### src/rtl/scytale_decryption.sv
// rtl/scytale_decryption.sv - scytale (columnar) decryption stage
// Buffers one ciphertext frame until the start token, then emits it column by column.
module scytale_decryption #(
   parameter int D_WIDTH                       = 8,
   parameter int KEY_WIDTH                     = 8,
   parameter int MAX_NOF_CHARS                 = 50,
   parameter logic [D_WIDTH-1:0] START_DECRYPTION_TOKEN = 8'hFA
) (
   input  logic                 clk,
   input  logic                 rst_n,
   input  logic [D_WIDTH-1:0]   data_i,
   input  logic                 valid_i,
   input  logic [KEY_WIDTH-1:0] key_N,
   input  logic [KEY_WIDTH-1:0] key_M,
   output logic [D_WIDTH-1:0]   data_o,
   output logic                 valid_o,
   output logic                 busy
);

   localparam int CW = $clog2(MAX_NOF_CHARS + 1);
   localparam int LW = 2 * KEY_WIDTH;

   typedef enum logic {IDLE, DECRYPT} state_t;

   state_t               state;
   logic [D_WIDTH-1:0]   buffer [MAX_NOF_CHARS];
   logic [CW-1:0]        count;
   logic [CW-1:0]        idx;
   logic [KEY_WIDTH-1:0] n_r;
   logic [KEY_WIDTH-1:0] m_r;
   logic [KEY_WIDTH-1:0] row;
   logic [KEY_WIDTH-1:0] col;
   logic                 finishing;
   logic [LW-1:0]        frame_len;
   logic                 accept_char;
   logic                 frame_bad;

   assign frame_len   = LW'(n_r) * LW'(m_r);
   assign accept_char = (state == IDLE) && valid_i && (data_i != START_DECRYPTION_TOKEN)
                        && (count < CW'(MAX_NOF_CHARS));
   assign frame_bad   = (count == '0) || (LW'(count) != frame_len);

   always_ff @(posedge clk) begin
      if (accept_char)
         buffer[count] <= data_i;
   end

   always_ff @(posedge clk) begin
      if (!rst_n) begin
         state     <= IDLE;
         count     <= '0;
         idx       <= '0;
         n_r       <= '0;
         m_r       <= '0;
         row       <= '0;
         col       <= '0;
         finishing <= 1'b0;
         data_o    <= '0;
         valid_o   <= 1'b0;
         busy      <= 1'b0;
      end else begin
         case (state)
            IDLE: begin
               if (accept_char)
                  count <= count + 1'b1;
               if (valid_i && data_i == START_DECRYPTION_TOKEN) begin
                  n_r       <= key_N;
                  m_r       <= key_M;
                  row       <= '0;
                  col       <= '0;
                  idx       <= '0;
                  finishing <= 1'b0;
                  busy      <= 1'b1;
                  state     <= DECRYPT;
               end
            end
            DECRYPT: begin
               // First DECRYPT cycle (nothing emitted yet) doubles as the length check.
               if (finishing || (!valid_o && frame_bad)) begin
                  data_o    <= '0;
                  valid_o   <= 1'b0;
                  busy      <= 1'b0;
                  count     <= '0;
                  finishing <= 1'b0;
                  state     <= IDLE;
               end else begin
                  data_o  <= buffer[idx];
                  valid_o <= 1'b1;
                  if (row == n_r - 1'b1) begin
                     row <= '0;
                     col <= col + 1'b1;
                     idx <= CW'(col + 1'b1);
                     if (col == m_r - 1'b1)
                        finishing <= 1'b1;
                  end else begin
                     row <= row + 1'b1;
                     idx <= idx + CW'(m_r);
                  end
               end
            end
            default: state <= IDLE;
         endcase
      end
   end

endmodule
### config.mk
export PLATFORM = sky130hd
export DESIGN_NAME = scytale_decryption
export DESIGN_NICKNAME = d
export VERILOG_FILES = /design/src/rtl/scytale_decryption.sv
export SDC_FILE = /design/constraint.sdc
export NUM_CORES = 1
export LEC_CHECK = 0
export BUFFER_PORTS_ARGS = -buffer_cell sky130_fd_sc_hd__buf_2
export CORE_ASPECT_RATIO = 0.75
export CORE_UTILIZATION = 26
export DETAILED_ROUTE_END_ITERATION = 16
export GPL_TIMING_DRIVEN = 0
export SETUP_SLACK_MARGIN = 0.5
export SLEW_MARGIN = 10
export SYNTH_ARGS = -nofsm -noshare
export SYNTH_HDL_FRONTEND = slang
export SYNTH_SLANG_ARGS = --single-unit
### constraint.sdc
create_clock -name clk -period 6.05 [get_ports clk]
set_input_delay 0.605 -clock clk [delete_from_list [all_inputs] [get_ports clk]]
set_output_delay 0.605 -clock clk [all_outputs]
set_load 0.02 [all_outputs]
==> impl_metrics.toml, run 1 <==
[run_status]
status = "completed"

[die]
dieArea_um2 = 82000
die_x_um = 330
core_area_um2 = 79300
rows = 89
io_pins = 37
die_h_um = 248
initial_core_util_pct = 26.5

[synth]
ys.warnings.count = 0
synth.avg_cell_area_um2 = 16.0
ys_ff_latch = 462
synth.area.mux_share_pct = 14.6
synth_edf_count = 400
syn_inst = 1310
synth.most_common_cell = "edfxtp_1"
yosys.cell_types.count = 61
ys.flop_type = "edfxtp_1"
synth_top_area_share_pct = 57.2
synth_nets = 1421
yosys.area_share.adder_pct = 6.32
ys_seq_area_share_pct = 63.1
synthTopCellsByCount = "edfxtp_1, mux4_2, nand2_1, nor2_1"
synth-xor-area-share_pct = 1.79
netlist_area_um2 = 21000
synth_compound_area_share_pct = 4.40
synth_top_family_by_area = "multiplexers"
synth_top_area_cell = "edfxtp_1"
synthArstFlopShare_pct = 0
synth_simple_gate_area_share_pct = 6.97
yosys-top-cells-area = "edfxtp_1, mux4_2, dfxtp_1, fa_1, ha_1"

[cells_and_area]
final_cells = 2480
areaGrowthSynthToFinish_pct = 15.2
fin_nets = 1507
n_antenna_cell = 0
drive_gt1_share_pct = 20.2
design_area_um2 = 24200
post-route-util_pct = 30.5
fill_cells = 7756

[timing]
max_slew_margin_pct = 20.9
tightest_slew_ns = 1.18
slew_viol_final = 0
period_share_pct = 88.4
fmax_mhz = 187
setup_violations = 0
whs_ns = 0.269
fin_skew_ns = 0.0146
min_period_ns = 5.35
timing_hold_violations_final = 0
rsz0062_at_grt = "false"

[pwr]
leakagePower_nw = 7.86
power_density_nw_per_um2 = 274
peakVddDrop_v = 0.000260
finalPower_mw = 6.64

[critical_path]
cp-end-kind = "flop"
worstPathArrival_ns = 5.85
critical_path_class = "flop to flop"
r2r-start = "m_r[4]"
critPathMostFrequentCell = "fa_1"
worstRegToRegCells = 16
cp_slowest_cell = "fa_1"
required_ns = 6.55
reg2reg_slack_ns = 0.70
path_max_fanout = 10
slowest_delay_ns = 0.57
crit_chain = "clkbuf_4 -> nand2_1 -> fa_1 -> fa_1 -> fa_1 -> fa_1 -> inv_1 -> ha_1 -> a21o_1 -> a22o_1 -> a2111oi_4 -> o2bb2ai_1 -> nand2_2 -> o21a_4 -> or3_1 -> o211ai_1"
r2r-end = "row[2]"
cp-start-kind = "flop"

[clock_network]
root_buffer = "clkbuf_16"
tritoncts = "done"
clock_sinks = 462
clk-insertion-delay-late_ns = 0.59
clockBufferDepth = 3
clk_transition_reported_paths_ns = 0.06
htreeDepth = 2
numCtsBuffers = 47

[route]
dr.pass1.iters = 6
vias = 12061
routedWlPerCell_um = 21.1
drc = 0
ant_nets = 0
drt_wl_total_um = 52300
avgViaCountPerCell = 4.86
drt_iter0_markers = 1390

[placement]
port_buffers = 36
dpl_cell_area_um2 = 22500
placed_cells = 2392
routabilityCongestion = 0.843
dp_hpwl_um = 35700

[global_route]
grt_max_degree = 52
grt_pass1_wl_um = 78300
antenna_found_initial = 1
grt_pass1_vias = 11960
gr-total-overflow = 0
gr-usage-all-layers_pct = 12.8

[min_path]
worstHoldStart = "key_N[7]"
worstHoldEndpoint = "n_r[7]"
whs_path_depth = 3
hold_class = "input port to flop"

[job]
cap_violations = 0
flip-flops by register name (all words and copies together), names as in the netlist, named ones only:
name,cells
finishing,1
busy,1
col,8
idx,6
state,1
count,6
valid_o,1
data_o,8
buffer,400
n_r,8
m_r,8
row,8
worst max-delay path by stage:
| stage | from | end | slack [ns] | cells after the start |
|---|---|---|---|---|
| finish | m_r[4] | row[2] | 0.70 | 16 |
| global route | m_r[2] | row[2] | 0.49 | 17 |
| CTS | m_r[2] | row[2] | 0.47 | 18 |
| detailed placement | m_r[2] | col[5] | -0.11 | 18 |
| global placement | m_r[2] | row[2] | -0.03 | 17 |
| floorplan | m_r[2] | col[2] | 1.07 | 16 |
placed cells by master, fill, tap and decap left out, types with 10 or more instances in the layout:
| cell type | instances |
|---|---|
| edfxtp_1 | 400 |
| mux4_2 | 128 |
| nand2_1 | 89 |
| nor2_1 | 78 |
| inv_1 | 62 |
| dfxtp_1 | 61 |
| buf_2 | 49 |
| clkbuf_16 | 47 |
| ha_1 | 46 |
| clkbuf_1 | 44 |
| and2_1 | 37 |
| fa_1 | 37 |
| nand3_1 | 30 |
| a21oi_1 | 24 |
| xnor2_1 | 21 |
| xor2_1 | 20 |
| a21boi_0 | 18 |
| o21ai_0 | 17 |
| nand4_1 | 14 |
| clkinv_1 | 12 |
| buf_1 | 10 |
| a32o_1 | 10 |
cell families (layout without fill, tap and decap cells):
kind of cell | after synthesis | after routing
AND/OR/NAND/NOR | 303 | 303
flip-flops | 462 | 462
AO/OA/AOI/OAI | 131 | 131
XOR/XNOR | 42 | 42
multiplexers | 145 | 145
buffers and inverters | 143 | 267
adder cells (fa/ha/maj) | 84 | 84
layout make-up:
cell class / instances / area (µm²) / share of cell area (%)
Multi-Input combinational cell: 705 / 7230 / 29.9
Timing Repair Buffer: 37 / 188 / 0.775
Sequential cell: 462 / 13300 / 54.8
Tap cell: 1046 / 1310 / 5.41
Inverter: 62 / 233 / 0.962
Clock inverter: 35 / 407 / 1.68
Buffer: 81 / 392 / 1.62
Clock buffer: 52 / 1190 / 4.94
routing by layer:
metal	up-vias	track usage, %	part of all wire [%]
li1	5225	-	-
met1	6308	19.3	47
met2	458	18.9	44
met3	68	2.55	7.6
met4	2	2.67	1.6
met5	-	0	0.025
power breakdown:
part           switching (mW)  internal [mW]  leakage [nW]
logic                   0.102         0.0323          2.98
clock network            1.25           1.78         0.781
registers             0.00330           3.47          4.10
total                    1.36           5.28          7.86
worst max-delay path, delay by kind of cell, from the launching register on:
kind | cells | cell delay (ns)
buf+inv | 2 | 0.33
compound gates | 6 | 1.49
fa+ha+maj | 5 | 2.29
flops | 1 | 0.45
simple gates | 3 | 0.70
through the flow:
| step | worst slack [ns] | TNS, ns |
|---|---|---|
| 2_1_floorplan | 1.07 | 0 |
| 3_3_place_gp | -0.0329 | -0.132 |
| 3_5_place_dp | -0.106 | -0.862 |
| 4_1_cts | 0.469 | 0 |
| 5_1_grt | 0.490 | 0 |
| 6_report | 0.700 | 0 |
timing repair:
item,in CTS,in global routing
gates resized for setup,16,24
hold buffers,0,0
pin swaps,0,1
setup endpoints to repair,45,44
buffers inserted,0,1
gates cloned,0,0
Power figures use the tool's default switching activity.
==> run 2, diff against run 1 <==
--- a/config.mk
+++ b/config.mk
@@ -5,10 +5,10 @@
 export SDC_FILE = /design/constraint.sdc
 export NUM_CORES = 1
 export LEC_CHECK = 0
-export BUFFER_PORTS_ARGS = -buffer_cell sky130_fd_sc_hd__buf_2
 export CORE_ASPECT_RATIO = 0.75
 export CORE_UTILIZATION = 26
 export DETAILED_ROUTE_END_ITERATION = 16
+export DONT_BUFFER_PORTS = 1
 export GPL_TIMING_DRIVEN = 0
 export SETUP_SLACK_MARGIN = 0.5
 export SLEW_MARGIN = 10
==> run 2 against run 1 <==
Effect of this change:
- wire length increased by 0.28%
- register-to-register slack got worse by 0.08 ns
- clock power about the same
- count of clock-buffer cells in the layout decreased by 1
- critical path type unchanged
- largest power group unchanged
- highest routed layer is now met4
==> impl_metrics.toml, run 2 (same netlist as run 1, synthesis figures left out) <==
[timing]
whs_ns = 0.113
rsz0062_at_grt = "false"
fmax_mhz = 184
timing_hold_violations_final = 0
slew_viol_final = 0
period_share_pct = 89.7
max_slew_margin_pct = 23.5
fin_skew_ns = 0.0212
setup_violations = 0
setup_ws_ns = 0.623
setup_tns_ns = 0
tightest_slew_ns = 1.14
min_period_ns = 5.43

[cells_and_area]
fill_cells = 7809
largest_register_ffs = 400
final_common_cell = "edfxtp_1"
regMostFlops = "buffer"
post-route-util_pct = 30.3
regArea_um2 = 13300
multi_input_area_um2 = 7190
final_cell_mix = "edfxtp_1, mux4_2, nand2_1"
drive_gt1_share_pct = 18.6
n_antenna_cell = 0
areaGrowthSynthToFinish_pct = 14.2
fin_nets = 1471
final_cells = 2444

[placement]
routabilityCongestion = 0.844
placed_cells = 2356
port_buffers = 0
post-place-ws_ns = -0.236
dp_hpwl_um = 35800

[clock_network]
clk-insertion-delay-late_ns = 0.60
root_buffer = "clkbuf_16"
clk_transition_reported_paths_ns = 0.06
tritoncts = "done"
clockBufferDepth = 3
numCtsBuffers = 47
clock_sinks = 462
htreeDepth = 2

[pwr]
peakVddDrop_v = 0.000238
leakagePower_nw = 7.69
p_int_mw = 5.23
power_density_nw_per_um2 = 274
sequentialPowerShare_pct = 52.8
switchingPower_mw = 1.33
switching_share_pct = 20.3
p_comb_share_pct = 1.2
clkPwrFrac_pct = 46.0

[min_path]
hold_class = "input port to flop"
whs_path_depth = 0

[route]
drc = 0
drt_wl_total_um = 52400
ant_nets = 0
avgViaCountPerCell = 4.85
dr.pass1.iters = 5
routedWlPerCell_um = 21.4
vias = 11847
drt_iter0_markers = 1032

[critical_path]
cp-end-kind = "flop"
required_ns = 6.56
cp-start-kind = "flop"
worstPathArrival_ns = 5.93
path_max_fanout = 10
critical_path_class = "flop to flop"
worstRegToRegCells = 16

[job]
cap_violations = 0

[die]
rows = 89
dieArea_um2 = 82000
io_pins = 37
die_x_um = 330
initial_core_util_pct = 26.5
die_h_um = 248
core_area_um2 = 79300

[global_route]
grt_pass1_vias = 12015
antenna_found_initial = 0
gr-total-overflow = 0
gr-usage-all-layers_pct = 12.8
grt_pass1_wl_um = 77700
grt_max_degree = 52

[run_status]
status = "completed"
run 2: changes by cell type in the layout (fill, tap and decap cells not counted), moves of 2 or more:
cell,previous run,this run
clkinvlp_4,2,4
clkinv_1,12,7
clkbuf_2,9,4
dfxtp_1,61,59
buf_4,2,4
buf_2,49,13
clkbuf_4,3,6
dfxtp_2,1,3
clkinv_2,8,11
run 2: critical path, cell delays in order, from the launching register on:
cell       delay (ns)
dfxtp_1          0.41
clkbuf_4         0.30
nand2_1          0.11
fa_1             0.56
fa_1             0.43
fa_1             0.46
fa_1             0.49
inv_1            0.04
ha_1             0.33
a21o_1           0.19
a22o_1           0.28
a2111oi_1        0.45
o2bb2ai_1        0.19
nand2_2          0.16
o21a_2           0.30
or3_1            0.44
o211ai_1         0.18
run 2: routing by layer:
metal  track usage, %  up-vias  wire length, µm
li1                 -     5164                -
met1             17.9     6202            23800
met2             19.1      401            22800
met3             4.29       80             4980
met4             2.91        0              846
met5                0        -                0
run 2: power by group through the flow:
stage          sequential (mW)  combinational, mW  clock, mW
2_1_floorplan             3.54             0.0458          0
3_3_place_gp              3.54             0.0731          0
3_5_place_dp              3.54             0.0742          0
4_1_cts                   3.47             0.0777       3.06
5_1_grt                   3.47             0.0831       3.18
6_report                  3.47             0.0786       3.02
run 2: area by class of cell:
cell class                      count  share of cell area [%]
Buffer                             81                    1.68
Clock buffer                       51                    4.96
Clock inverter                     36                    1.67
Inverter                           62                   0.970
Multi-Input combinational cell    705                    30.0
Sequential cell                   462                    55.2
Tap cell                         1046                    5.45
Timing Repair Buffer                1                  0.0313
run 2: through the flow:
stage / instance area (µm²) / total power [mW]
floorplan: 21000 / 3.58
global placement: 22300 / 3.61
detailed placement: 22300 / 3.61
CTS: 24000 / 6.61
global route: 24000 / 6.73
finish: 24000 / 6.56
run 2: final timing paths:
| kind | to | slack [ns] | from |
|---|---|---|---|
| max | row[2] | 0.62 | m_r[5] |
| max reg2reg | row[2] | 0.62 | m_r[5] |
| min reg2reg | idx[2] | 0.51 | idx[2] |
| min | buffer[23][5] | 0.11 | data_i[5] |
run 2: repair_timing:
action,in CTS,in global routing
hold buffers,0,0
buffers inserted,1,0
resized for setup,23,23
endpoints found under the setup margin,45,43
gates cloned,0,0
==> run 3, diff against run 2 <==
--- a/config.mk
+++ b/config.mk
@@ -7,6 +7,7 @@
 export LEC_CHECK = 0
 export CORE_ASPECT_RATIO = 0.75
 export CORE_UTILIZATION = 26
+export CTS_CLUSTER_SIZE = 14
 export DETAILED_ROUTE_END_ITERATION = 16
 export DONT_BUFFER_PORTS = 1
 export GPL_TIMING_DRIVEN = 0
==> constraint.sdc (replaced) <==
create_clock -name clk -period 6.2 [get_ports clk]
set_input_delay 0.62 -clock clk [delete_from_list [all_inputs] [get_ports clk]]
set_output_delay 0.62 -clock clk [all_outputs]
set_load 0.02 [all_outputs]
==> run 3 against run 2 <==
Effect of this change:
- count of clock-buffer cells in the layout is 3 higher
- worst setup slack better by 0.079 ns
- worst hold slack better by 0.011 ns
- critical endpoint unchanged
- wire length is 0.21% higher
- power is 4.4% lower
- flip-flop and latch count stayed put
- register-to-register slack better by 0.08 ns
- fmax is 1.3% lower
- cell area is 0.44% lower
- clock power is 7.0% lower
- critical path depth stayed put
==> impl_metrics.toml, run 3 (same netlist as run 1, synthesis figures left out) <==
[run_status]
status = "completed"

[critical_path]
critical_path_class = "flop to flop"
r2r-end = "row[2]"
path_max_fanout = 10
r2r-start = "m_r[5]"
worstRegToRegCells = 16
crit_family = "adder cells"
cp-end-kind = "flop"
critPathLaunch = "m_r[5]"
reg2reg_slack_ns = 0.70
worstPathArrival_ns = 6.01
crit_chain = "buf_2 -> nand2_1 -> fa_1 -> fa_1 -> fa_1 -> fa_1 -> inv_1 -> ha_1 -> and3_1 -> a22o_1 -> a2111oi_1 -> o2bb2ai_1 -> nand2_2 -> o21a_2 -> or3_1 -> o211ai_1"
required_ns = 6.71
slowest_delay_ns = 0.57
cp_slowest_cell = "fa_1"
endpoint = "row[2]"
critPathBufInv = 2
cp-start-kind = "flop"
path_depth = 16
critPathMostFrequentCell = "fa_1"

[timing]
slew_viol_final = 0
rsz0062_at_grt = "false"
whs_ns = 0.124
setup_tns_ns = 0
min_period_ns = 5.50
period_share_pct = 88.7
timing_hold_violations_final = 0
tightest_slew_ns = 1.15
max_slew_margin_pct = 22.8
setup_ws_ns = 0.703
fin_skew_ns = 0.0179
fmax_mhz = 182
setup_violations = 0

[clock_network]
htreeDepth = 2
numCtsBuffers = 47
hold_buffers = 0
clockBufferDepth = 3
root_buffer = "clkbuf_16"
clock_sinks = 462
clk-insertion-delay-late_ns = 0.60
tritoncts = "done"
clk_transition_reported_paths_ns = 0.06

[pwr]
peakVddDrop_v = 0.000247
finalPower_mw = 6.28
leakagePower_nw = 7.63
power_density_nw_per_um2 = 263

[route]
routedWlPerCell_um = 21.5
avgViaCountPerCell = 4.88
drc = 0
ant_nets = 0
drt_wl_total_um = 52500
vias = 11925
drt_iter0_markers = 1045
dr.pass1.iters = 5

[placement]
routabilityCongestion = 0.844
post-place-ws_ns = -0.0862
dpl_cell_area_um2 = 22300
placed_cells = 2356
dp_hpwl_um = 35800
port_buffers = 0

[cells_and_area]
post-route-util_pct = 30.1
regArea_um2 = 13300
fill_cells = 7813
drive_gt1_share_pct = 17.8
largest_register_ffs = 400
n_antenna_cell = 0
final_cells = 2444
design_area_um2 = 23900
areaGrowthSynthToFinish_pct = 13.7
multi_input_area_um2 = 7190
fin_nets = 1471
regMostFlops = "buffer"
final_common_cell = "edfxtp_1"
final_cell_mix = "edfxtp_1, mux4_2, nand2_1"

[global_route]
gr-usage-all-layers_pct = 12.8
grt_pass1_vias = 12025
grt_max_degree = 52
gr-total-overflow = 0
grt_pass1_wl_um = 77700
antenna_found_initial = 0

[die]
core_area_um2 = 79300
die_x_um = 330
die_h_um = 248
io_pins = 37
dieArea_um2 = 82000
rows = 89
initial_core_util_pct = 26.5

[min_path]
hold_class = "input port to flop"

[job]
cap_violations = 0
## run 3: where the power goes
part	internal (mW)	switching [mW]
clock	1.58	1.24
sequential	3.38	0.00346
combinational	0.0250	0.0516
total	4.98	1.29
## run 3: worst min-delay path by stage
stage | startpoint | end | slack (ns) | depth (start not counted)
floorplan | idx[0] | flop | 0.46 | 1
global placement | idx[3] | idx[3] | 0.50 | 1
detailed placement | idx[3] | idx[3] | 0.49 | 1
CTS | data_i[1] | buffer[33][1] | 0.10 | 0
global route | data_i[5] | buffer[23][5] | 0.11 | 0
finish | data_i[1] | buffer[45][1] | 0.12 | 0
## run 3: what timing repair did
item	CTS	global route
setup endpoints to repair	40	44
endpoints found under the hold margin	0	0
pin swaps	0	1
buffers inserted	0	1
gates resized for setup	13	20
## run 3: worst register-to-register path, delay by kind of cell, from the launching register on
family                     cells  cell delay, ns
DFF                            1            0.40
and+or+nand+nor                4            0.95
AOI/OAI and AO/OA              5            1.34
buffers and inverters          2            0.39
adders and majority gates      5            2.32
## run 3: layout make-up
class / count / area share, %
clock buffer: 54 / 5.03
inverter: 62 / 0.974
tap: 1046 / 5.48
multi-input combinational: 705 / 30.1
buffer: 81 / 1.63
clock inverter: 33 / 1.28
sequential: 462 / 55.5
timing repair buffer: 1 / 0.0314
## run 3: metal layers
| metal | vias up | wire length (µm) | GRT usage, % |
|---|---|---|---|
| met5 | - | 0 | 0 |
| met4 | 0 | 890 | 2.85 |
| met3 | 74 | 4750 | 4.18 |
| met2 | 430 | 23000 | 19.2 |
| met1 | 6269 | 23900 | 18.0 |
| li1 | 5152 | - | - |
